<file path="config.mk">
export PLATFORM = sky130hd
export DESIGN_NAME = sram_1r1w_strb_flat
export DESIGN_NICKNAME = d
export VERILOG_FILES = /design/src/rtl/sram_1r1w_strb_if.sv /design/src/rtl/sram_1r1w_strb.sv /design/src/flat_wrapper.sv
export SDC_FILE = /design/constraint.sdc
export NUM_CORES = 2
export LEC_CHECK = 0
export ABC_AREA = 1
export ABC_CLOCK_PERIOD_IN_PS = 4300
export BUFFER_PORTS_ARGS = -buffer_cell sky130_fd_sc_hd__buf_2
export CORE_MARGIN = 2
export CORE_UTILIZATION = 55
export CTS_CLUSTER_SIZE = 8
export DETAILED_ROUTE_END_ITERATION = 7
export HOLD_SLACK_MARGIN = 0.08
export PLACE_DENSITY_LB_ADDON = 0.05
export SLEW_MARGIN = 5
export SYNTH_ARGS = -nofsm -noshare
export SYNTH_HDL_FRONTEND = slang
export SYNTH_SLANG_ARGS = --single-unit
</file>
<file path="constraint.sdc">
create_clock -name clk -period 4.3 [get_ports clk]
set_input_delay 0.86 -clock clk [delete_from_list [all_inputs] [get_ports clk]]
set_output_delay 0.86 -clock clk [all_outputs]
set_load 0.005 [all_outputs]
</file>
<file path="src/rtl/sram_1r1w_strb_if.sv">
`default_nettype none
// ============================================================================
//  Module      : sram_1r1w_strb_if
//  Description : Request/response bundle for the strobed 1R1W RAM.
//  Revision    : 1.0 - initial release
// ============================================================================
interface sram_1r1w_strb_if #(
    parameter int DATA_WIDTH = 64,
    parameter int DEPTH      = 64
);
    localparam int ADDR_W = $clog2(DEPTH);

    logic                      init_busy;
    logic                      ren;
    logic [ADDR_W-1:0]         raddr;
    logic [DATA_WIDTH-1:0]     rdata;
    logic                      rvalid;
    logic                      wen;
    logic [ADDR_W-1:0]         waddr;
    logic [DATA_WIDTH/8-1:0]   wstrb;
    logic [DATA_WIDTH-1:0]     wdata;

    modport master (
        input  init_busy, rdata, rvalid,
        output ren, raddr, wen, waddr, wstrb, wdata
    );

    modport slave (
        output init_busy, rdata, rvalid,
        input  ren, raddr, wen, waddr, wstrb, wdata
    );
endinterface
`default_nettype wire

</file>
<file path="src/rtl/sram_1r1w_strb.sv">
`default_nettype none
// ============================================================================
//  Module      : sram_1r1w_strb
//  Description : Simple-dual-port RAM with byte strobes, registered read and a
//                post-reset clear sequencer. Define RAM_BYPASS_EN for
//                write-first behaviour on same-address read/write.
//  Revision    : 1.0 - initial release
// ============================================================================
module sram_1r1w_strb #(
    parameter int DATA_WIDTH = 64,
    parameter int DEPTH      = 64
) (
    input  logic                 clk,
    input  logic                 rst,
    sram_1r1w_strb_if.slave      bus
);
    localparam int                ADDR_W      = $clog2(DEPTH);
    localparam int                c_NUM_LANES = DATA_WIDTH / 8;
    localparam logic [ADDR_W-1:0] c_LAST_ADDR = ADDR_W'(DEPTH - 1);

    localparam logic [0:0] S_CLEAR = 1'b0;
    localparam logic [0:0] S_READY = 1'b1;

    logic [0:0]            r_state;
    logic [0:0]            w_state_nxt;
    logic                  w_init_busy;
    logic [ADDR_W-1:0]     r_clr_cnt;
    logic [DATA_WIDTH-1:0] r_mem [DEPTH];
    logic [DATA_WIDTH-1:0] w_rd_word;
    logic [DATA_WIDTH-1:0] r_rdata;
    logic                  r_rvalid;
    logic                  w_rd_fire;

    always_ff @(posedge clk) begin
        if (rst) begin
            r_state <= S_CLEAR;
        end else begin
            r_state <= w_state_nxt;
        end
    end

    always_comb begin
        w_state_nxt = r_state;
        if (r_state == S_CLEAR && r_clr_cnt == c_LAST_ADDR) begin
            w_state_nxt = S_READY;
        end
    end

    always_comb begin
        w_init_busy = (r_state == S_CLEAR);
    end

    // Counter wraps to zero on the final clear write, leaving it ready for the next reset.
    always_ff @(posedge clk) begin
        if (rst) begin
            r_clr_cnt <= '0;
        end else if (w_init_busy) begin
            r_clr_cnt <= r_clr_cnt + 1'b1;
        end
    end

    always_ff @(posedge clk) begin
        if (!rst) begin
            if (w_init_busy) begin
                r_mem[r_clr_cnt] <= '0;
            end else if (bus.wen) begin
                for (int i = 0; i < c_NUM_LANES; i++) begin
                    if (bus.wstrb[i]) begin
                        r_mem[bus.waddr][8*i +: 8] <= bus.wdata[8*i +: 8];
                    end
                end
            end
        end
    end

`ifdef RAM_BYPASS_EN
    logic w_hit;
    assign w_hit = bus.wen && (bus.waddr == bus.raddr);

    // Write-first: strobed lanes of a colliding write are forwarded to the read.
    generate
        for (genvar g = 0; g < c_NUM_LANES; g++) begin : g_bypass
            assign w_rd_word[8*g +: 8] = (w_hit && bus.wstrb[g]) ?
                                         bus.wdata[8*g +: 8] :
                                         r_mem[bus.raddr][8*g +: 8];
        end
    endgenerate
`else
    assign w_rd_word = r_mem[bus.raddr];
`endif

    assign w_rd_fire = bus.ren && !w_init_busy;

    always_ff @(posedge clk) begin
        if (rst) begin
            r_rdata  <= '0;
            r_rvalid <= 1'b0;
        end else begin
            r_rvalid <= w_rd_fire;
            if (w_rd_fire) begin
                r_rdata <= w_rd_word;
            end
        end
    end

    assign bus.init_busy = w_init_busy;
    assign bus.rdata     = r_rdata;
    assign bus.rvalid    = r_rvalid;
endmodule
`default_nettype wire

</file>
<file path="src/flat_wrapper.sv">
// flat-port wrapper written by rule: the top's interface ports become plain ports
module sram_1r1w_strb_flat 
#(
    parameter int DATA_WIDTH = 64,
    parameter int DEPTH      = 64
)
  (clk, rst, bus_init_busy, bus_rdata, bus_rvalid, bus_ren, bus_raddr, bus_wen, bus_waddr, bus_wstrb, bus_wdata);
  sram_1r1w_strb_if #(.DATA_WIDTH(DATA_WIDTH), .DEPTH(DEPTH)) bus_i ();
  input  logic clk;
  input  logic rst;
  output wire logic [$bits(bus_i.init_busy)-1:0] bus_init_busy;
  output wire logic [$bits(bus_i.rdata)-1:0] bus_rdata;
  output wire logic [$bits(bus_i.rvalid)-1:0] bus_rvalid;
  input wire logic [$bits(bus_i.ren)-1:0] bus_ren;
  input wire logic [$bits(bus_i.raddr)-1:0] bus_raddr;
  input wire logic [$bits(bus_i.wen)-1:0] bus_wen;
  input wire logic [$bits(bus_i.waddr)-1:0] bus_waddr;
  input wire logic [$bits(bus_i.wstrb)-1:0] bus_wstrb;
  input wire logic [$bits(bus_i.wdata)-1:0] bus_wdata;
  assign bus_init_busy = bus_i.init_busy;
  assign bus_rdata = bus_i.rdata;
  assign bus_rvalid = bus_i.rvalid;
  assign bus_i.ren = bus_ren;
  assign bus_i.raddr = bus_raddr;
  assign bus_i.wen = bus_wen;
  assign bus_i.waddr = bus_waddr;
  assign bus_i.wstrb = bus_wstrb;
  assign bus_i.wdata = bus_wdata;
  sram_1r1w_strb #(.DATA_WIDTH(DATA_WIDTH), .DEPTH(DEPTH)) u_core (.clk(clk), .rst(rst), .bus(bus_i));
endmodule
</file>
Yosys cells after proc, flatten, opt, wreduce, memory -nomap -nowiden
Memory sizes are Yosys's and may differ from the RTL's. A register that Yosys moved wholly into a read port is not among the register bits.
Cells that the tools add are included.
{ "word_totals": {"regBits": 8, "latchBits": 0, "ram_bits": 4096, "rom_bits": 0, "input_bits": 88, "n_memories": 1} }
{ "classes": {"add_sub_neg": 1, "multipliers": 0, "div_mod_pow": 0, "magnitude_cmp": 0, "eq_ne": 1, "shifts": 0, "mux": 46, "bitwise": 1, "n_reduce_logical": 3} }
{ "mem_list": {"columns": ["memory", "depth", "word_bits", "rd", "rd_ports_with_merged_regs", "wr", "line_no", "text"], "rows": [
  ["u_core.r_mem", 64, 64, 1, 1, 1, "sram_1r1w_strb.sv:28", "logic [DATA_WIDTH-1:0] r_mem [DEPTH];"]
]} }
{ "op_table": {"columns": ["operator", "n"], "rows": [
  ["64-bit 2-to-1 mux", 1],
  ["64-bit OR reduction", 1],
  ["1-bit 2-to-1 mux", 43],
  ["8-bit 2-to-1 mux", 1],
  ["6-bit by 1-bit adder with 6-bit output, second input constant", 1],
  ["6-bit == test, second input constant", 1],
  ["6-bit 2-to-1 mux", 1],
  ["1-bit logical AND", 2],
  ["1-bit NOT", 1]
]} }

Depth between registers and ports, before layout
{ "depth": {"depth_word": 7, "mapped_depth": 16, "depth_no_buf": 13} }

Least setup slack after synthesis
No wires, ideal clock.
{ "synth_path": {"path_kind": "input to register", "from": "input rst", "to": "memory u_core.r_mem[0][43] (data pin)", "setup_time_ns": 0.500, "arrival_ns": 3.726, "required_time_ns": 3.800, "setup_slack_ns": 0.074, "stages": 13, "cell_sequence": "buf_2 -> inv_2 -> nand3_1 -> inv_2 -> buf_2 -> nand2_1 -> nand2_1 -> nor2_2 -> nand2_2 -> buf_2 -> inv_2 -> buf_1 -> nor2_1"} }
{ "synth_between": {"elab_chain_cells": 4, "elab_cells_between_ends": 18, "cone_classes": "17 x mux; 1 x reduce/logical"} }
{ "synth_lines": {"columns": ["element", "line_no", "text"], "rows": [
  ["start, declared", "flat_wrapper.sv:10", "input logic rst;"],
  ["1-bit 2-to-1 mux", "sram_1r1w_strb.sv:63", "if (!rst) begin"],
  ["1-bit 2-to-1 mux (implied by the code)", "sram_1r1w_strb.sv:69", "r_mem[bus.waddr][8*i +: 8] <= bus.wdata[8*i +: 8];"],
  ["64-bit OR reduction (no source line) *", null, null],
  ["64-bit 2-to-1 mux (no source line) *", null, null],
  ["end, declared", "sram_1r1w_strb.sv:28", null]
]} }
Every way passes the cells marked *; elsewhere a longest branch is shown, timed or not.

Worst setup path after layout
{ "layout_path": {"from": "register u_core.r_state", "to": "memory u_core.r_mem[29][12], enable pin"} }
{ "layout_between": {"elab_chain_cells": 5, "elab_cells_between_ends": 30, "cone_classes": "29 x mux; 1 x reduce/logical"} }
{ "layout_lines": {"columns": ["element", "line_no", "text"], "rows": [
  ["start, declared", "sram_1r1w_strb.sv:24", "logic [0:0] r_state;"],
  ["start signal, assigned", "sram_1r1w_strb.sv:38", "r_state <= w_state_nxt;"],
  ["1-bit 2-to-1 mux", "sram_1r1w_strb.sv:64", "if (w_init_busy) begin"],
  ["1-bit 2-to-1 mux", "sram_1r1w_strb.sv:63", null],
  ["1-bit 2-to-1 mux (implied by the code)", "sram_1r1w_strb.sv:69", null],
  ["64-bit OR reduction (no source line)", null, null],
  ["6-bit 2-to-1 mux (no source line) / 8-bit 2-to-1 mux (equally long branches)", null, null]
]} }
Several ways; a longest one is shown, not always the timed one.

==> results.md <==
Outcome:
- The run finished with clean final reports.

Worst setup path:
- The maximum fanout count along the critical path is 12.
- The worst setup path is of the reg -> reg kind.
- The critical path data arrival time is about 4500 ps.
- The kind of start point of the critical path is a flop.
- The worst setup path is captured at a flop.
- The required time of the critical path is 4950 ps.

Layout:
- The fraction of the core area covered by cells at the end of the flow is 0.646.
- Leaving out fill and tap cells, the most frequent cells in the layout are 4505 x nand2_1, 4096 x edfxtp_1, 3908 x nand3_1.
- Once layout is complete, the cells apart from fillers number 19500.
- The multi-input combinational cells in the finished layout cover a total of ~40000 µm².
- The layout-stage area growth over the synthesis result is 17.2%.
- In the final layout, the share of cells above drive strength 1 is 0.121.
- Leaving out fill and tap cells, the most frequent cell in the layout is nand2_1.
- The sequential cells in the finished layout cover a total of 124000 µm².
- The net count of the finished layout is 15300.
- The number of fillers in the final layout is 23200.

Synthesis:
- The synthesized flop and latch total is 4168.
- Counting every net in the synthesized netlist gives ~15000.
- The area share of the largest cell type after synthesis is 0.732.
- In this run, distinct cell masters in the synthesized netlist total 23.
- Ranked by total cell area, the synthesized netlist is headed by edfxtp_1 73%, nand3_1 12%, nand2_1 10%.
- The gate count after technology mapping is ~14000.
- The yosys synthesis warning count is 0.
- The synthesized design spends more area on one cell type than any other, namely edfxtp_1.
- The part of the Yosys area used for sequential elements is 0.740.
- After synthesis, the mean cell area works out to 11.6 µm².
- The post-synthesis instance area is 168000 µm².

Placed design:
- After detailed placement, the design holds a cell count of ~19000.
- Detailed placement ended at an HPWL of 353000 µm.
- During placement, the flow inserted port buffers numbering 153.
- The global placer's final weighted congestion is 0.952.
- Before CTS, the worst setup slack after placement is -212 ps.

Floorplan:
- The die is 557 µm wide.
- The die boundary height is 557 µm.
- The die area is slightly above 300000 µm².
- The region available for standard cell placement spans 305000 µm².
- The number of placement rows is 203.
- The starting utilization of the core area is 0.551.
- The boundary pin count is 154.

STA:
- At the pin with the least slew margin, the transition time is 1080 ps.
- Setup repair after global routing left no endpoint under its margin.
- The worst clock skew on the final layout is 47.2 ps.
- The routed design could run at a clock period as short as 3880 ps.
- Static timing analysis puts the maximum clock frequency at 0.258 GHz.
- The final count of hold timing violations is 0.
- Dividing the final minimum period by the clock period gives 0.903.
- Setup slack on the critical path of the routed design comes to 418 ps.
- The count of final max-slew check failures is 0.
- Measured against its own limit, the worst slew margin works out to 0.283.
- Setup violations remaining at the end of the flow were counted as 0.

GRT:
- The final global-route overflow total is 0.
- The wire length of the first global-routing pass is 785000 µm.
- For met1 alone, demand over resource in global routing was 0.486.
- For this run, global-route usage on met3 was measured as 0.0749.
- Entering global routing, the biggest net connects 193 pins.
- The via count of the first global-routing pass is between 100k and 150k.
- The initial antenna violation count came to 38.
- For this run, global-route usage on met2 was measured as 0.540.
- The global routing stage identified its most utilized layer as met2.
- Across every metal layer, demand over resource in global routing totals 0.353.

Clock tree:
- After clock tree synthesis, the repair step resized 0 gates.
- The number of setup buffers added after CTS is 0.
- The tree is rooted in a clkbuf_16.
- Counting the buffers created by CTS gives 591.
- The clock transition at the register clock pins on the worst setup and hold paths after CTS is 50 ps.
- The maximum buffer depth of the clock tree is 4.
- Hold repair after CTS inserted 0 buffers.
- The TritonCTS clock tree is yes.
- The H-tree was split into 6 levels.
- At the later pin of the worst-skew pair, clock insertion delay measures between 1000 and 1500 ps.
- The number of clock sinks seen by CTS is 4168.

Route:
- The first routing iteration left about 17000 violations.
- Once detail routing completed, the nets flagged for antenna violations numbered 0.
- Dividing the detail-routed wire length by the instance count gives 28.4 µm.
- The detailed-route DRC error count is 0.
- After detailed routing, the total wire length is approximately 550000 µm.
- The first detailed-routing pass ran for 6 iterations.
- The final route contains 118000 vias.
- In the routed layout, each cell is associated on average with a via count of 6.07.

Pwr:
- The static leakage is 0.0747 µW.
- The peak supply drop is 439 µV.
- Power spread over the standard cell area amounts to approximately 460 nW/µm².

Flow run:
- Max-cap violations in this run came to 0.

Worst hold path:
- The worst min-delay path class is in -> reg.
[synthesized netlist by cell type]
library cell,number
a21oi_1,14
a31oi_1,1
buf_1,145
buf_2,3
clkbuf_1,824
dfxtp_1,72
edfxtp_1,4096
ha_1,1
inv_1,145
inv_2,9
nand2_1,4510
nand2_2,1
nand3_1,3908
nand3b_1,1
nand4_1,1
nor2_1,711
nor2_2,17
nor2b_1,1
nor3_1,3
nor4_1,1
o21ai_0,4
o21ai_1,4
o21ai_2,2
[per-layer routing]
metal	routed length [µm]	part of all wire
met3	57000	0.10
met5	110	0.00020
met1	217000	0.39
met2	250000	0.45
met4	29300	0.053
[critical path, stage by stage (launching register included)]
cell	delay, ps
dfxtp_1	330
nand3_1	150
inv_2	70
o21ai_0	60
nor2b_1	310
nand2_2	220
o21ai_2	340
inv_2	130
nor2_2	330
nand2_1	720
nor2_1	820
[sequential cells by signal, indices dropped and copies added (netlist names)]
register,count
u_core.r_clr_cnt,6
u_core.r_state,1
u_core.bus.rvalid,1
u_core.r_mem,4096
u_core.bus.rdata,64
[final cells by class]
cell class | instances | share of cell area
Sequential cell | 4168 | 0.631
Antenna cell | 23 | 0.000292
Tap cell | 4100 | 0.0260
Timing Repair Buffer | 1105 | 0.0524
Multi-Input combinational cell | 9180 | 0.203
Clock buffer | 717 | 0.0784
Clock inverter | 51 | 0.00528
Inverter | 154 | 0.00317
[through the flow]
step	instance area, µm²	hold WS, ps	setup TNS, ps	total power [µW]
floorplan	168000	472	0	47400
global placement	181000	497	-26240	49100
detailed placement	181000	504	-14550	49100
CTS	197000	109	0	90700
global route	197000	159	0	92700
finish	197000	162	0	90400
[kinds of logic after synthesis]
family	after synthesis	synth area share
compound gates	25	0.000796
simple gates	9154	0.234
fa+ha+maj	1	0.0000744
flops	4168	0.740
buf+inv	1126	0.0252
[power breakdown]
group          leakage [µW]  switching [µW]  internal, µW
Sequential           0.0424            31.3         44200
Combinational        0.0243            3090          1140
Clock               0.00797           16800         25100
[worst paths after layout]
kind	startpoint	endpoint	slack, ps	cells past startpoint
setup / recovery	u_core.r_state	u_core.r_mem[29][12]	420	10
hold / removal	bus_ren	u_core.bus.rvalid	160	3
hold reg to reg	u_core.r_clr_cnt[5]	u_core.r_state	500	2
setup reg to reg	u_core.r_state	u_core.r_mem[29][12]	420	10
Note: power is estimated with default switching activity, not from simulation.
